==> src/rtl/series_req_arbiter.sv <==
// series_req_arbiter
// Round-robin front end that shares one series-expansion calculation unit
// among NREQ requesters. The winner's operand is latched at grant, the unit is
// started once, and its result is returned with a one-cycle ack.
//
// Build option: define ARB_TIMEOUT_EN to add a BUSY-phase watchdog that aborts
// the unit after TIMEOUT_CYCLES cycles without completion and returns err = 1.
// Without it, BUSY waits indefinitely and err/unit_abort stay 0.
//
// state | meaning
// IDLE  | no transaction; on any request latch winner index and its operand
// ISSUE | one-cycle start pulse to the unit with the latched operand
// BUSY  | waiting for unit completion (or watchdog expiry when built in)
// RESP  | one-cycle ack to the winner with result/err; advance priority pointer
module series_req_arbiter #(
    parameter int unsigned NREQ           = 4,
    parameter int unsigned XW             = 16,
    parameter int unsigned RW             = 32,
    parameter int unsigned TIMEOUT_CYCLES = 64
) (
    input  logic                 clk_i,
    input  logic                 rst_i,
    input  logic [NREQ-1:0]      req_i,
    input  logic [NREQ*XW-1:0]   x_in_i,
    output logic [NREQ-1:0]      ack_o,
    output logic [RW-1:0]        res_out_o,
    output logic                 err_o,
    output logic                 unit_start_o,
    output logic [XW-1:0]        unit_x_o,
    output logic                 unit_abort_o,
    input  logic                 unit_done_i,
    input  logic [RW-1:0]        unit_res_i
);

    localparam int unsigned IW = (NREQ > 1) ? $clog2(NREQ) : 1;

    if ((NREQ < 2) || (NREQ > 8)) begin : g_bad_nreq
        $error("series_req_arbiter: NREQ must be in 2..8");
    end
    if (TIMEOUT_CYCLES < 1) begin : g_bad_timeout
        $error("series_req_arbiter: TIMEOUT_CYCLES must be at least 1");
    end

    typedef enum logic [1:0] {
        S_IDLE  = 2'd0,
        S_ISSUE = 2'd1,
        S_BUSY  = 2'd2,
        S_RESP  = 2'd3
    } state_t;

    state_t          state_q, state_d;
    logic [IW-1:0]   ptr_q, ptr_d;
    logic [IW-1:0]   gnt_q, gnt_d;
    logic [XW-1:0]   x_q, x_d;
    logic [RW-1:0]   res_q, res_d;
    logic            err_q, err_d;

    logic            win_vld;
    logic [IW-1:0]   win_idx;

`ifdef ARB_TIMEOUT_EN
    localparam int unsigned TW = (TIMEOUT_CYCLES > 1) ? $clog2(TIMEOUT_CYCLES) : 1;
    // Loaded in ISSUE; reaching zero marks the last permitted BUSY cycle.
    localparam logic [TW-1:0] TMR_LOAD = TW'(TIMEOUT_CYCLES - 1);

    logic [TW-1:0]   tmr_q, tmr_d;
    logic            tmr_tc;

    assign tmr_tc = (tmr_q == '0);
`endif

    // Operand seen by the unit is whatever was latched at the last grant.
    assign unit_x_o = x_q;

    // Round-robin search starting at ptr; walking k downwards lets the
    // candidate closest to ptr overwrite the farther ones.
    always_comb begin
        win_vld = 1'b0;
        win_idx = '0;
        for (int k = NREQ - 1; k >= 0; k--) begin
            logic [IW:0]   cand;
            logic [IW-1:0] cidx;
            cand = {1'b0, ptr_q} + (IW + 1)'(k);
            if (cand >= (IW + 1)'(NREQ)) begin
                cand = cand - (IW + 1)'(NREQ);
            end
            cidx = cand[IW-1:0];
            if (req_i[cidx]) begin
                win_vld = 1'b1;
                win_idx = cidx;
            end
        end
    end

    // Next-state and output decode for the transaction sequencer.
    always_comb begin
        state_d      = state_q;
        ptr_d        = ptr_q;
        gnt_d        = gnt_q;
        x_d          = x_q;
        res_d        = res_q;
        err_d        = err_q;
        ack_o        = '0;
        res_out_o    = '0;
        err_o        = 1'b0;
        unit_start_o = 1'b0;
        unit_abort_o = 1'b0;
`ifdef ARB_TIMEOUT_EN
        tmr_d        = tmr_q;
`endif

        case (state_q)
            S_IDLE: begin
                if (win_vld) begin
                    gnt_d   = win_idx;
                    x_d     = x_in_i[win_idx*XW +: XW];
                    state_d = S_ISSUE;
                end
            end

            S_ISSUE: begin
                unit_start_o = 1'b1;
`ifdef ARB_TIMEOUT_EN
                tmr_d        = TMR_LOAD;
`endif
                state_d      = S_BUSY;
            end

            S_BUSY: begin
                // Completion takes precedence over a coinciding watchdog expiry.
                if (unit_done_i) begin
                    res_d   = unit_res_i;
                    err_d   = 1'b0;
                    state_d = S_RESP;
                end
`ifdef ARB_TIMEOUT_EN
                else if (tmr_tc) begin
                    unit_abort_o = 1'b1;
                    res_d        = '0;
                    err_d        = 1'b1;
                    state_d      = S_RESP;
                end else begin
                    tmr_d = tmr_q - 1'b1;
                end
`endif
            end

            S_RESP: begin
                ack_o[gnt_q] = 1'b1;
                res_out_o    = res_q;
                err_o        = err_q;
                ptr_d        = (gnt_q == IW'(NREQ - 1)) ? '0 : gnt_q + 1'b1;
                state_d      = S_IDLE;
            end

            default: begin
                state_d = S_IDLE;
            end
        endcase
    end

    // State and datapath registers; reset abandons any transaction in flight.
    always_ff @(posedge clk_i) begin
        if (!rst_i) begin
            state_q <= S_IDLE;
            ptr_q   <= '0;
            gnt_q   <= '0;
            x_q     <= '0;
            res_q   <= '0;
            err_q   <= 1'b0;
        end else begin
            state_q <= state_d;
            ptr_q   <= ptr_d;
            gnt_q   <= gnt_d;
            x_q     <= x_d;
            res_q   <= res_d;
            err_q   <= err_d;
        end
    end

`ifdef ARB_TIMEOUT_EN
    // Watchdog down-counter, only meaningful while BUSY.
    always_ff @(posedge clk_i) begin
        if (!rst_i) begin
            tmr_q <= '0;
        end else begin
            tmr_q <= tmr_d;
        end
    end
`endif

endmodule

==> config.mk <==
export PLATFORM = sky130hd
export DESIGN_NAME = series_req_arbiter
export DESIGN_NICKNAME = d
export VERILOG_FILES = /design/src/rtl/series_req_arbiter.sv
export SDC_FILE = /design/constraint.sdc
export NUM_CORES = 1
export LEC_CHECK = 0
export ABC_AREA = 0
export CAP_MARGIN = 20
export CELL_PAD_IN_SITES_DETAIL_PLACEMENT = 1
export CELL_PAD_IN_SITES_GLOBAL_PLACEMENT = 2
export CORE_MARGIN = 2
export CORE_UTILIZATION = 18
export DETAILED_ROUTE_END_ITERATION = 16
export PLACE_DENSITY_LB_ADDON = 0.2
export SYNTH_ARGS = -nofsm -noshare
export SYNTH_HDL_FRONTEND = slang
export SYNTH_SLANG_ARGS = --single-unit
==> constraint.sdc <==
create_clock -name clk_i -period 1.71 [get_ports clk_i]
set_input_delay 0.342 -clock clk_i [delete_from_list [all_inputs] [get_ports clk_i]]
set_output_delay 0.342 -clock clk_i [all_outputs]
set_load 0.005 [all_outputs]
==> results of run 1 <==
cell type report:
class | count | area share, %
clock buffers | 6 | 2.61
clock inverters | 2 | 0.728
inverters | 7 | 0.493
multi-input cells | 241 | 32.8
flip-flops and latches | 54 | 20.4
well taps | 188 | 4.41
repair buffers | 195 | 38.6
kinds of logic after synthesis:
kind of cell / after synthesis / synth area share (%)
compound gates: 57 / 15.9
simple gates: 136 / 22.2
other cells: 1 / 0.134
flops: 54 / 38.7
fa+ha+maj: 9 / 4.03
mux: 37 / 13.3
buf+inv: 32 / 5.78
worst paths after layout:
path             endpoint  cells past startpoint
max          unit_x_o[12]                      7
min reg2reg      res_q[9]                      2
max reg2reg  unit_x_o[12]                      7
min              res_q[9]                      2
sequential cells by signal, indices dropped and copies added (netlist names):
name	count
unit_x_o	16
res_q	32
ptr_q	2
state_q	2
gnt_q	2
metrics by stage:
step	area [sq um]	hold WS (ns)	util [%]
finish	5330	0.455	35.1
global route	5330	0.474	35.1
CTS	5210	0.457	34.2
detailed placement	4670	0.443	30.7
global placement	4670	0.438	30.7
floorplan	2800	0.432	-
cell usage in the layout (no fill, tap or decap), types with 8 or more instances in the layout:
cell | Yosys | routed
clkdlybuf4s50_1 | 0 | 114
nand2_1 | 82 | 81
dfxtp_1 | 54 | 51
a21oi_1 | 37 | 36
buf_6 | 3 | 36
and2_4 | 0 | 27
mux2i_1 | 37 | 27
buf_4 | 4 | 16
and2_1 | 38 | 11
o221ai_2 | 11 | 11
buf_2 | 1 | 10
nor2_1 | 10 | 9
mux2i_2 | 0 | 8
where the power goes:
group | switching, mW | total [mW] | internal [mW] | leakage, nW
Sequential | 0.144 | 1.65 | 1.50 | 0.442
Combinational | 0.931 | 2.23 | 1.29 | 1.57
Clock | 0.507 | 1.25 | 0.738 | 0.0875
metal layers:
layer	global-route usage, %	routed length [microns]	up-vias
li1	-	-	1442
met1	15.3	4420	1330
met2	22.7	5310	108
met3	5.74	1100	13
met4	4.22	150	2
met5	0	12	-
critical path: stages, from the launching register on:
cell and delay [ns]:
dfxtp_4 0.36, mux2i_1 0.17, nor2_1 0.08, a311oi_4 0.27, buf_6 0.19, buf_16 0.15
mux2i_2 0.23, o221ai_2 0.12
timing repair:
action,4_1_cts,5_1_grt
cloned,8,2
setup endpoints to repair,55,53
pin swaps,4,5
buffers inserted,18,1
resized for setup,210,51
hold buffers,0,0
==> run summary, run 1 <==
Outcome = finished, final reports clean
Die ar. = 0.0165 sq mm
Crit path launch = ptr_q[1]
Distinct cells, synth = 25
Power density over the cells = 960 mW/mm^2
First-pass GRT wire length = 16800 microns
Setup TNS = 0 ns
Avg Inst Size Synth = 8.56 sq um
Initial antenna violation count = 1
Core footprint = 0.0152 sq mm
GP Congestion = 0.711
Vias in the first global route = 3150
Crit Path Max Fanout = 8
Initial Utilization = 18.4%
Seq/Total Area, Yosys = 38.7%
Max_cap viols = 0
Hold Path Origin = res_q[9]
Diodes inserted = 0
Post-route minimum period = 1.69 ns
Clock Skews = 0.00797 ns
CP Class = flop to flop
Area of the multi-input gates = 0.00175 sq mm
Port bufs = 155
Commonest cells post-synth = nand2_1, dfxtp_1, and2_1
Final ANT Viol Nets = 0
Dominant cell by count in the synthesized netlist = nand2_1
Gr usage total = 13.4%
Starting DRC count in detailed routing = 51
Post-Syn Instances = 326
FF/Latch Area = 0.00109 sq mm
Final worst setup slack = 0.0236 ns
Pre-CTS WS = -0.531 ns
Clock buffer depth = 2
Final period utilization = 98.6%
Async S/R FF share, synth = 0%
Setup crit start kind = flop
Area contributors post-synth = dfxtp_1, mux2i_1, nand2_1
Reg2Reg Setup Slack = 0.02 ns
Max-slew violations = 0
Post-synth EDFFs = 0
Worst skew pair latency = 0.30 ns
Final Hold Fails = 0
Reg2reg start = ptr_q[1]
Clock tree from TritonCTS = done
Nets = 616
Yosys synthesis warning count = 0
Cts bufs inserted = 5
Io pins = 158
Area grow syn2layout = 90.9%
# fillers = 1744
CP Data Arrival Time = 1.88 ns
Max IR drop VDD = 0.395 mV
Total gr overflow = 0
Finish-stage setup viols = 0
Post-Route WL = 11000 microns
CTS H-tree lvls = 2
Clk slew on worst S/H paths = 0.07 ns
Largest net degree at the start of global routing = 39
Class of the most critical hold timing path = flop to flop
Largest area contributor in the netlist = dfxtp_1
Mapped Area = 0.00279 sq mm
Fmax = 593 MHz
WP data required = 1.90 ns
Non-Filler Instances = 693
RSZ-0062 raised after global routing = true
HPWL after DPL = 7390 microns
Vias/cell = 4.18
Cells after DPL = 666
Crit. End Element = flop
FF+latch count, synth = 54
Layout cells sized above 1 = 29.1%
Yosys top cell area share = 38.7%
CTS sink cnt = 54
DR DRC count = 0
DR pass1 iterations = 4
Leak = 2.10 nW
Most common flop cell mapped by yosys = dfxtp_1
Via count = 2895
WL/cell = 15.9 microns
Chip Height = 129 microns
Die width = 129 microns
Total Power = 5.12 mW
Clock Tree Root = clkbuf_16
# rows = 45
No activity file was read; power rests on OpenSTA's default activity.
==> inputs of run 2 (changes only) <==
--- a/config.mk
+++ b/config.mk
@@ -10,7 +10,8 @@
 export CELL_PAD_IN_SITES_DETAIL_PLACEMENT = 1
 export CELL_PAD_IN_SITES_GLOBAL_PLACEMENT = 2
 export CORE_MARGIN = 2
-export CORE_UTILIZATION = 18
+export CORE_UTILIZATION = 22
+export CTS_BUF_LIST = sky130_fd_sc_hd__clkbuf_8 sky130_fd_sc_hd__clkbuf_16
 export DETAILED_ROUTE_END_ITERATION = 16
 export PLACE_DENSITY_LB_ADDON = 0.2
 export SYNTH_ARGS = -nofsm -noshare
==> constraint.sdc (replaced) <==
create_clock -name clk_i -period 2.01 [get_ports clk_i]
set_input_delay 0.402 -clock clk_i [delete_from_list [all_inputs] [get_ports clk_i]]
set_output_delay 0.402 -clock clk_i [all_outputs]
set_load 0.005 [all_outputs]
==> run summary, run 2 (synthesis gave the netlist of run 1 again) <==
Vias/cell = 4.29 (was 4.18)
Initial Utilization = 22.3% (was 18.4%)
Nets = 594 (was 616)
Most common cell after layout, fill and taps aside = clkdlybuf4s50_1 (unchanged)
Metal2 WL = 5090 microns (was 5310 microns)
CTS Hold Bufs = 0 (unchanged)
Max IR drop VDD = 0.297 mV (was 0.395 mV)
Core footprint = 0.0125 sq mm (was 0.0152 sq mm)
DR DRC count = 0 (unchanged)
Max-slew violations = 0 (unchanged)
Most frequent cells in the layout = clkdlybuf4s50_1, nand2_1, dfxtp_1, and2_1, a21oi_1 (was clkdlybuf4s50_1, nand2_1, dfxtp_1, a21oi_1, buf_6)
CP Class = primary input to flop (was flop to flop)
Non-Filler Instances = 653 (was 693)
HPWL after DPL = 7120 microns (was 7390 microns)
Largest reg by FF count = res_q (unchanged)
Layout cells sized above 1 = 8.52% (was 29.1%)
Worst skew pair latency = 0.29 ns (was 0.30 ns)
Outcome = finished, final reports clean (unchanged)
Final period utilization = 95.2%
Max FFs per register = 32 (unchanged)
Clock buffer depth = 2 (unchanged)
CTS sink cnt = 54 (unchanged)
Diodes inserted = 0 (unchanged)
Final Hold Fails = 0 (unchanged)
Cts bufs inserted = 5 (unchanged)
Final ANT Viol Nets = 0 (unchanged)
# fillers = 1479 (was 1744)
WL/cell = 15.0 microns (was 15.9 microns)
Power density over the cells = 789 mW/mm^2 (was 960 mW/mm^2)
Class of the most critical hold timing path = flop to flop (unchanged)
Wl on met1 = 4090 microns (was 4420 microns)
CTS H-tree lvls = 2 (unchanged)
Area of the multi-input gates = 0.00158 sq mm (was 0.00175 sq mm)
Crit. End Element = flop (unchanged)
Post-Route WL = 9770 microns (was 11000 microns)
Max_cap viols = 0 (unchanged)
Fmax = 522 MHz
Initial antenna violation count = 0 (was 1)
Cells after DPL = 643 (was 666)
Die width = 117 microns (was 129 microns)
Total gr overflow = 0 (unchanged)
Clk slew on worst S/H paths = 0.07 ns (about the same)
Port bufs = 155 (unchanged)
Die ar. = 0.0136 sq mm (was 0.0165 sq mm)
FF/Latch Area = 0.00109 sq mm (about the same)
Largest net degree at the start of global routing = 39 (unchanged)
Area grow syn2layout = 72.6% (was 90.9%)
Top Metal Used = met4 (was met5)
Finish-stage setup viols = 0 (unchanged)
GP Congestion = 0.739 (was 0.711)
Vias in the first global route = 2979 (was 3150)
Chip Height = 117 microns (was 129 microns)
First-pass GRT wire length = 15100 microns (was 16800 microns)
Gr usage total = 14.4% (was 13.4%)
WL met3 = 441 microns (was 1100 microns)
Setup crit start kind = primary input (was flop)
DR pass1 iterations = 3 (was 4)
Post-route minimum period = 1.91 ns
Clock Tree Root = clkbuf_16 (unchanged)
CP Data Arrival Time = 2.08 ns (was 1.88 ns)
Total Power = 3.80 mW (was 5.12 mW)
Crit Path Max Fanout = 16 (was 8)
Leak = 1.96 nW (was 2.10 nW)
Io pins = 158 (unchanged)
Clock Skews = 0.00708 ns (was 0.00797 ns)
Clock tree from TritonCTS = done (unchanged)
# rows = 41 (was 45)
Starting DRC count in detailed routing = 75 (was 51)
Via count = 2803 (was 2895)
WP data required = 2.18 ns (was 1.90 ns)
==> run 2: cell count changes in the layout (fill, tap and decap cells not counted), sizes merged <==
cell	before	now
buf	70	18
bufbuf	2	0
bufinv	1	0
clkbuf	10	6
clkdlybuf4s15	1	0
clkdlybuf4s50	114	118
dlygate4sd2	4	36
dlymetal6s2s	0	1
inv	8	7
==> run 2: power breakdown <==
| group | leakage (nW) | internal (mW) | switching [mW] |
|---|---|---|---|
| logic | 1.45 | 0.855 | 0.660 |
| registers | 0.441 | 1.28 | 0.127 |
| clock network | 0.0688 | 0.484 | 0.392 |
==> run 2: path summary, 6_finish.rpt <==
check                  from          end  slack, ns  cells past startpoint
hold / removal    res_q[11]    res_q[11]       0.45                      2
setup / recovery   req_i[3]  unit_x_o[5]        0.1                      7
hold reg to reg   res_q[11]    res_q[11]       0.45                      2
setup reg to reg   ptr_q[1]  unit_x_o[5]       0.15                      7
==> run 2: per-stage QoR <==
step                cell area (sq um)  util (%)  setup WS (ns)  setup TNS [ns]  hold WS, ns
floorplan                        2800         -          0.209               0        0.432
global placement                 4620      36.9         -0.169           -2.61        0.438
detailed placement               4620      36.9         -0.264           -3.49        0.442
CTS                              4800      38.3        -0.0222          -0.104        0.452
global route                     4820      38.5       -0.00751        -0.00982        0.472
finish                           4820      38.5         0.0960               0        0.449
==> run 2: worst max-delay path, cell delays in order <==
cell and delay [ns]:
clkdlybuf4s50_1 0.53, a21oi_1 0.12, a311oi_4 0.36, buf_6 0.17, buf_16 0.16, mux2i_2 0.21
o221ai_1 0.12
==> run 2: cell type report <==
type                    instances  area share [%]
flip-flops and latches         54            22.5
multi-input cells             241            32.7
well taps                     172            4.47
clock buffers                   6            2.88
inverters                       7           0.545
repair buffers                173            36.9
==> run 2: routing by layer <==
metal	global-route usage, %	up-vias
li1	-	1398
met1	16.6	1319
met2	26.9	78
met3	3.22	8
met4	3.84	0
met5	0	-
==> run 2: timing repair <==
item                                    4_1_cts  5_1_grt
pin swaps                                     1        1
endpoints found under the setup margin       37       11
resized for setup                            42        5
buffers inserted                              1        1
cloned                                        2        0
==> inputs of run 3 (changes only) <==
--- a/config.mk
+++ b/config.mk
@@ -9,10 +9,10 @@
 export CAP_MARGIN = 20
 export CELL_PAD_IN_SITES_DETAIL_PLACEMENT = 1
 export CELL_PAD_IN_SITES_GLOBAL_PLACEMENT = 2
-export CORE_MARGIN = 2
 export CORE_UTILIZATION = 22
 export CTS_BUF_LIST = sky130_fd_sc_hd__clkbuf_8 sky130_fd_sc_hd__clkbuf_16
 export DETAILED_ROUTE_END_ITERATION = 16
+export GPL_ROUTABILITY_DRIVEN = 0
 export PLACE_DENSITY_LB_ADDON = 0.2
 export SYNTH_ARGS = -nofsm -noshare
 export SYNTH_HDL_FRONTEND = slang
==> run summary, run 3 (synthesis gave the netlist of run 1 again) <==
Chip Height = 115 microns (was 117 microns)
Vias/cell = 4.23 (was 4.29)
Max_cap viols = 0 (unchanged)
Area grow syn2layout = 70.4% (was 72.6%)
Hold Path Origin = res_q[28] (was res_q[11])
Clock tree from TritonCTS = done (unchanged)
WP data required = 2.18 ns (about the same)
Fmax = 506 MHz (was 522 MHz)
Crit. End Element = flop (unchanged)
Most frequent cells in the layout = clkdlybuf4s50_1, nand2_1, dfxtp_1, and2_1, a21oi_1 (unchanged)
First-pass GRT wire length = 14700 microns (was 15100 microns)
Post-Route WL = 9500 microns (was 9770 microns)
Family with the most delay on the worst path = buffers and inverters (unchanged)
Critical Path Most Common Cell = mux2i_1
Nets = 590 (was 594)
Final period utilization = 98.4% (was 95.2%)
Core footprint = 0.0122 sq mm (was 0.0125 sq mm)
Postcts setup bufs = 0 (was 1)
Clk slew on worst S/H paths = 0.07 ns (about the same)
Dpl cell area = 0.00459 sq mm (was 0.00462 sq mm)
Clock buffer depth = 2 (unchanged)
Outcome = finished, final reports clean (unchanged)
Hold depth = 2 (unchanged)
Max stage delay on crit path = 0.47 ns (was 0.53 ns)
Total gr overflow = 0 (unchanged)
Largest net degree at the start of global routing = 39 (unchanged)
DR pass1 iterations = 4 (was 3)
Largest reg by FF count = res_q (unchanged)
Die width = 115 microns (was 117 microns)
Cts bufs inserted = 5 (unchanged)
Switching portion of total power = 31.6% (was 31.0%)
Utilization after layout = 38.9% (was 38.5%)
Most common cell after layout, fill and taps aside = clkdlybuf4s50_1 (unchanged)
Fin area = 0.00476 sq mm (was 0.00482 sq mm)
RSZ-0062 raised after global routing = true
Power density over the cells = 787 mW/mm^2 (was 789 mW/mm^2)
Max-slew violations = 0 (unchanged)
Layout cells sized above 1 = 8.35% (was 8.52%)
Worst skew pair latency = 0.29 ns (about the same)
Reg2Reg Depth = 6 (was 7)
# rows = 40 (was 41)
WP buf/inv = 2 (was 3)
Clock Skews = 0.00559 ns (was 0.00708 ns)
Setup crit start kind = primary input (unchanged)
Seq pwr share = 37.6% (was 37.1%)
Die ar. = 0.0131 sq mm (was 0.0136 sq mm)
Pre-CTS WS = -0.266 ns (was -0.264 ns)
Vias in the first global route = 2924 (was 2979)
Slowest CP cell = clkdlybuf4s50_1 (unchanged)
Reg2reg start = ptr_q[1] (unchanged)
WL/cell = 14.7 microns (was 15.0 microns)
Final Hold Fails = 0 (unchanged)
HPWL after DPL = 6850 microns (was 7120 microns)
CP Class = primary input to flop (unchanged)
CTS sink cnt = 54 (unchanged)
Starting DRC count in detailed routing = 68 (was 75)
Final ANT Viol Nets = 0 (unchanged)
Internal = 2.56 mW (was 2.62 mW)
Clock Tree Root = clkbuf_16 (unchanged)
Post-route minimum period = 1.98 ns (was 1.91 ns)
Gr usage total = 14.3% (was 14.4%)
CP Data Arrival Time = 2.15 ns (was 2.08 ns)
Max FFs per register = 32 (unchanged)
CTS H-tree lvls = 2 (unchanged)
Crit Path Max Fanout = 33 (was 16)
DR DRC count = 0 (unchanged)
Reg2Reg Setup Slack = 0.08 ns (was 0.15 ns)
Io pins = 158 (unchanged)
Diodes inserted = 0 (unchanged)
Leak = 1.92 nW (was 1.96 nW)
Class of the most critical hold timing path = flop to flop (unchanged)
Reg2reg end = unit_x_o[0] (was unit_x_o[5])
P_sw = 1.18 mW (about the same)
CP cell instances = clkdlybuf4s50_1 > mux2i_1 > nor2_1 > a311oi_4 > buf_12 > mux2i_1 > o221ai_2 (was clkdlybuf4s50_1 > a21oi_1 > a311oi_4 > buf_6 > buf_16 > mux2i_2 > o221ai_1)
Initial antenna violation count = 0 (unchanged)
Port bufs = 155 (unchanged)
Finish-stage setup viols = 0 (unchanged)
Clk pwr share = 23.4% (was 23.0%)
Final worst setup slack = 0.0328 ns (was 0.0960 ns)
Initial Utilization = 22.9% (was 22.3%)
Max IR drop VDD = 0.325 mV (was 0.297 mV)
CTS Hold Bufs = 0 (unchanged)
Combinational share of power = 39.0% (was 39.9%)
WHS Endpoint = res_q[28] (was res_q[11])
Via count = 2740 (was 2803)
[run 3: cell types whose count changed in the layout (fill, tap and decap cells not counted), sizes merged]
cell           change
inv                +1
buf                -4
clkbuf             -1
dlymetal6s2s       -1
clkdlybuf4s50      +1
clkinv             +2
[run 3: worst max-delay path by stage]
stage / from / endpoint / slack (ns) / cells past startpoint
6_report: req_i[2] / unit_x_o[0] / 0.03 / 7
5_1_grt: req_i[2] / unit_x_o[15] / -0.06 / 7
4_1_cts: req_i[1] / unit_x_o[7] / 0.04 / 8
3_5_place_dp: req_i[1] / unit_x_o[7] / -0.27 / 8
2_1_floorplan: ptr_q[1] / unit_x_o[10] / 0.21 / 6
3_3_place_gp: req_i[1] / unit_x_o[5] / -0.20 / 8
[run 3: power groups by stage]
| stage | registers (mW) | logic (mW) | clock network (mW) |
|---|---|---|---|
| floorplan | 1.40 | 0.700 | 0 |
| global placement | 1.41 | 1.44 | 0 |
| detailed placement | 1.41 | 1.46 | 0 |
| CTS | 1.41 | 1.49 | 0.921 |
| global route | 1.43 | 1.61 | 0.960 |
| finish | 1.41 | 1.46 | 0.876 |
[run 3: worst reg2reg max path, delay by kind of cell (launching register included)]
kind                   cells  cell delay, ns
multiplexers               2            0.55
flip-flops                 1            0.48
AO/OA/AOI/OAI              2            0.42
AND/OR/NAND/NOR            1            0.09
buffers and inverters      1            0.28
[run 3: cell type report]
class,count,area [sq um]
Clock buffer,5,125
Clock inverter,3,17.5
Fill cell,1457,7460
Inverter,7,26.3
Multi-Input combinational cell,241,1580
Sequential cell,54,1090
Tap cell,168,210
Timing Repair Buffer,169,1710
[run 3: through the flow]
stage / power (mW) / setup TNS (ns) / instances / hold WS, ns
6_report: 3.74 / 0 / 647 / 0.454
5_1_grt: 4.01 / -0.501 / 647 / 0.471
4_1_cts: 3.82 / 0 / 647 / 0.456
3_5_place_dp: 2.88 / -4.09 / 638 / 0.445
3_3_place_gp: 2.84 / -3.03 / 638 / 0.437
2_1_floorplan: 2.10 / 0 / 327 / 0.432
[run 3: timing repair]
item	4_1_cts	5_1_grt
setup endpoints to repair	36	11
pin swaps	1	0
gates cloned	1	0
resized for setup	44	3
[run 3: routing by layer]
layer | wire, microns | track usage, %
met5 | 0 | 0
met4 | 55 | 3.29
met3 | 253 | 1.75
met2 | 5070 | 26.6
met1 | 4120 | 17.5
